File: src/rtl/add_chk_delay.sv
// LAT-stage shift register carrying {valid, expected} from the operand
// register to the compare point; a plain wire when LAT is 0.
module add_chk_delay #(
  parameter int LAT = 1,
  parameter int DW  = 8
) (
  input  logic          clk,
  input  logic          rst,
  input  logic          in_vld,
  input  logic [DW-1:0] in_data,
  output logic          out_vld,
  output logic [DW-1:0] out_data
);

  generate
    if (LAT == 0) begin : g_pass
      logic unused_clk_rst;
      assign unused_clk_rst = clk ^ rst;
      assign out_vld  = in_vld;
      assign out_data = in_data;
    end else begin : g_shift
      localparam int SW = DW + 1;
      localparam int CW = LAT * SW;

      logic [CW-1:0] chain_q;
      logic [CW-1:0] chain_d;

      // New entry enters at the bottom; the oldest stage falls off the top.
      always_comb begin
        chain_d = CW'({chain_q, in_vld, in_data});
      end

      always_ff @(posedge clk) begin
        if (rst) begin
          chain_q <= '0;
        end else begin
          chain_q <= chain_d;
        end
      end

      assign {out_vld, out_data} = chain_q[CW-1 -: SW];
    end
  endgenerate

endmodule

File: config.mk
export PLATFORM = sky130hd
export DESIGN_NAME = add_chk_delay
export DESIGN_NICKNAME = d
export VERILOG_FILES = /design/src/rtl/add_chk_delay.sv
export SDC_FILE = /design/constraint.sdc
export NUM_CORES = 1
export LEC_CHECK = 0
export ABC_AREA = 1
export CORE_AREA = 2 2 39 41
export CTS_CLUSTER_DIAMETER = 60
export DETAILED_ROUTE_END_ITERATION = 8
export DIE_AREA = 0 0 41 43
export HOLD_SLACK_MARGIN = 0.12
export PLACE_DENSITY = 0.56
export SLEW_MARGIN = 20
export SYNTH_ARGS = -nofsm -noshare
export SYNTH_HDL_FRONTEND = slang
export SYNTH_SLANG_ARGS = --single-unit
File: constraint.sdc
create_clock -name clk -period 0.8 [get_ports clk]
set_input_delay 0.16 -clock clk [delete_from_list [all_inputs] [get_ports clk]]
set_output_delay 0.16 -clock clk [all_outputs]
set_load 0.01 [all_outputs]
==> impl_results.md <==
* Post-synth net total at 39
* Top delay family on crit path: flip-flops
* PortBufs at 19
* Net total in the final layout at between 60 and 70
* Final HPWL DP at ~340 um
* Via count of the first global-routing pass at ~170
* Summed instance area of the synthesized netlist at between 200 and 300 um2
* Number of placed instances, taps included at 63
* Die Y-Extent at around 43 um
* Multi-input gate area in the final layout at 33.8 um2
* Regs by FF count: g_shift.chain_q (9)
* Maximum number of pins on one net before global-route repair at 10
* Hold Fails Final Rpt at 0
* Ordered cell list for the critical path: buf_2
* Switch share at 0.206
* DRC violation total after the first TritonRoute iteration at 3
* Start-to-end type of the worst setup path: reg2out
* Placement row count at 14
* Clock slew at reported path FFs at ~0.060 ns
* Final Setup Violations at 9
* Number of instances in the synthesized netlist at 28
* Flip-flop and latch area at 180 um2
* Final clock period utilization by the worst path at 1.04
* Largest family of logic cells by synthesized area: buffers and inverters
* Routed vias at around 220
* Number of nets with antenna violations after routing at 0
* Startpoint type of the worst setup path: flip-flop
* Buffer levels on the longest clock path at 2
* Clock share of power at 0.364
* Required time at the endpoint of the critical path at 0.64 ns
* DRC violations left at 0
* RSZ-0062 raised after global routing: true
* Number of buffers created by CTS at 3
* Post-Route Utilization at 0.323
* Initial antenna violation count at 0
* Setup Fix Bufs, Post-CTS at 0
* Register bank with the most flops: g_shift.chain_q
* Synthesis warning total at 0
* Effective utilization at floorplan at 0.187
* Congestion Overflow GR at 0
* Wire length of the first global-routing pass at 621 um
* Data arrival time of the worst path at between 0.6 and 0.7 ns
* Post-synthesis register bit count at 9
* Most common cell after layout, fill and taps aside: sky130_fd_sc_hd__clkdlybuf4s50_1
* Failing checks: setup timing
* Critical Path Sink Type: primary output
* Transition at the pin with the smallest max-transition slack at 0.0978 ns
* Minimum period implied by the final worst setup slack at 0.834 ns
* Distinct cell type count of the synthesized netlist at 4
* Area of the core at roughly 1400 um2
* Placer Congestion at approximately 0.50
* Register share of total power at 0.517
* Mux share of post-synthesis cell area at 0
* DIE AREA at roughly 1800 um2
* Leading cell types in the layout, fill and taps excluded: 10 x sky130_fd_sc_hd__clkdlybuf4s50_1, 9 x sky130_fd_sc_hd__inv_1, 9 x sky130_fd_sc_hd__nor2_1, 9 x sky130_fd_sc_hd__dfxtp_1, 9 x sky130_fd_sc_hd__buf_2
* Critical Path Fanout Max at 1
* Aggregate global-route resource usage at 0.0623
* Max-cap check violation count at 0
* Antenna cells at 0
* Xor and xnor area share after synthesis at 0
* Clk sinks at 9
* Post-Syn Area per Cell at just over 9 um2
* Fmax achieved at 1200 MHz
* Internal portion of total power at ~0.00073 W
* Crit path buf inv count at 1
* Critical path depth in cells at 1
* # fillers at 163
* Post-Route WL at around 460 um
* Number of top-level pins at 20
* Area fraction in and, or, nand and nor cells after synthesis at 0.130
* Max-Slew Margin vs Limit at 0.935
* Worst voltage drop across the vdd grid at 693 uV
* Run status: finished with violations
* Synth Area in Compound Gates at 0
* Clock tree from TritonCTS: done
* Width of the chip at roughly 40 um
* Static power due to leakage at ~0.24 nW
* Portion of the post-synthesis area used by sequential elements at 0.696
* Fin worst setup slack at -0.0343 ns
* Critical path's slowest cell: sky130_fd_sc_hd__dfxtp_1
* Post-CTS Hold Fix Bufs at 0
* Post-detailed-route via-to-cell ratio at about 3.3
* Fraction of final layout cells with drive strength greater than 1 at 0.255
* Root Buffer: sky130_fd_sc_hd__clkbuf_4
* Relative contribution of combinational cells to total power at 0.120
* Final worst hold slack at 0.417 ns
* Hold path startpoint: in_data[1]
* Net switching power figure at about 0.00019 W
* Peak per-stage delay on the critical path at approximately 0.31 ns
* Worst hold path depth at 3
* Number of pins exceeding their max-slew limit in the final report at 0
* First drt pass iteration count at 2
* Per-cell routed wire length at between 6 and 7 um
* Layout-stage area growth over the synthesis result at 72.5%
* Power per cell area at ~2100 nW/um2
* Final Non-Filler Cells at 67
* End of the worst hold path: g_shift.chain_q[1]
* Setup tns final at -0.271 ns
* Class of the most critical hold timing path: in2reg
* Htree depth at 1
* Fraction of the mapped netlist area in adder cells at 0
* Number of flip-flops in the largest register at 9
-- logic make-up (layout without fill, tap and decap cells) --
group	after synthesis	in the layout
flip-flops	9	9
AND/OR/NAND/NOR	9	9
buffers and inverters	10	33
-- metal layers --
metal | part of all wire | up-vias | track usage
li1 | - | 120 | -
met1 | 0.34 | 92 | 0.0581
met2 | 0.53 | 11 | 0.0719
met3 | 0.13 | 0 | 0.0314
met4 | 0 | 0 | 0.100
met5 | 0 | - | 0
-- cell usage after synthesis --
cell type / number / share of area
sky130_fd_sc_hd__buf_6: 1 / 0.043
sky130_fd_sc_hd__dfxtp_1: 9 / 0.70
sky130_fd_sc_hd__inv_1: 9 / 0.13
sky130_fd_sc_hd__nor2_1: 9 / 0.13
-- timing repair --
action / CTS / global route
cloned: 0 / 0
resized for setup: 36 / 0
hold endpoints to repair: 0 / 0
setup endpoints to repair: 9 / 9
-- worst max-delay path by stage --
stage | start | end
2_1_floorplan | g_shift.chain_q[0] | out_data[0]
3_3_place_gp | g_shift.chain_q[1] | out_data[1]
3_5_place_dp | g_shift.chain_q[1] | out_data[1]
4_1_cts | g_shift.chain_q[7] | out_data[7]
5_1_grt | g_shift.chain_q[4] | out_data[4]
6_report | g_shift.chain_q[7] | out_data[7]
-- layout make-up --
cell class,instances,area share
timing repair buffer,20,0.342
inverter,9,0.0756
clock buffer,4,0.0588
tap,16,0.0448
sequential,9,0.403
multi-input combinational,9,0.0756
-- power groups by stage --
stage	Sequential (W)	Combinational, W	Clock [W]
after CTS	0.000477	0.000113	0.000364
after detailed placement	0.000487	0.000135	0
after floorplan	0.000501	0.0000259	0
after global placement	0.000487	0.000134	0
after global routing	0.000478	0.000123	0.000379
final	0.000476	0.000110	0.000335
-- metrics by stage --
| step | worst slack, ns | power, W | area [um2] |
|---|---|---|---|
| global placement | -0.174 | 0.000621 | 465 |
| global route | -0.0782 | 0.000981 | 447 |
| finish | -0.0343 | 0.000922 | 447 |
| floorplan | 0.309 | 0.000527 | 259 |
| CTS | -0.0597 | 0.000953 | 447 |
| detailed placement | -0.176 | 0.000623 | 465 |
Note: power is estimated with default switching activity, not from simulation.
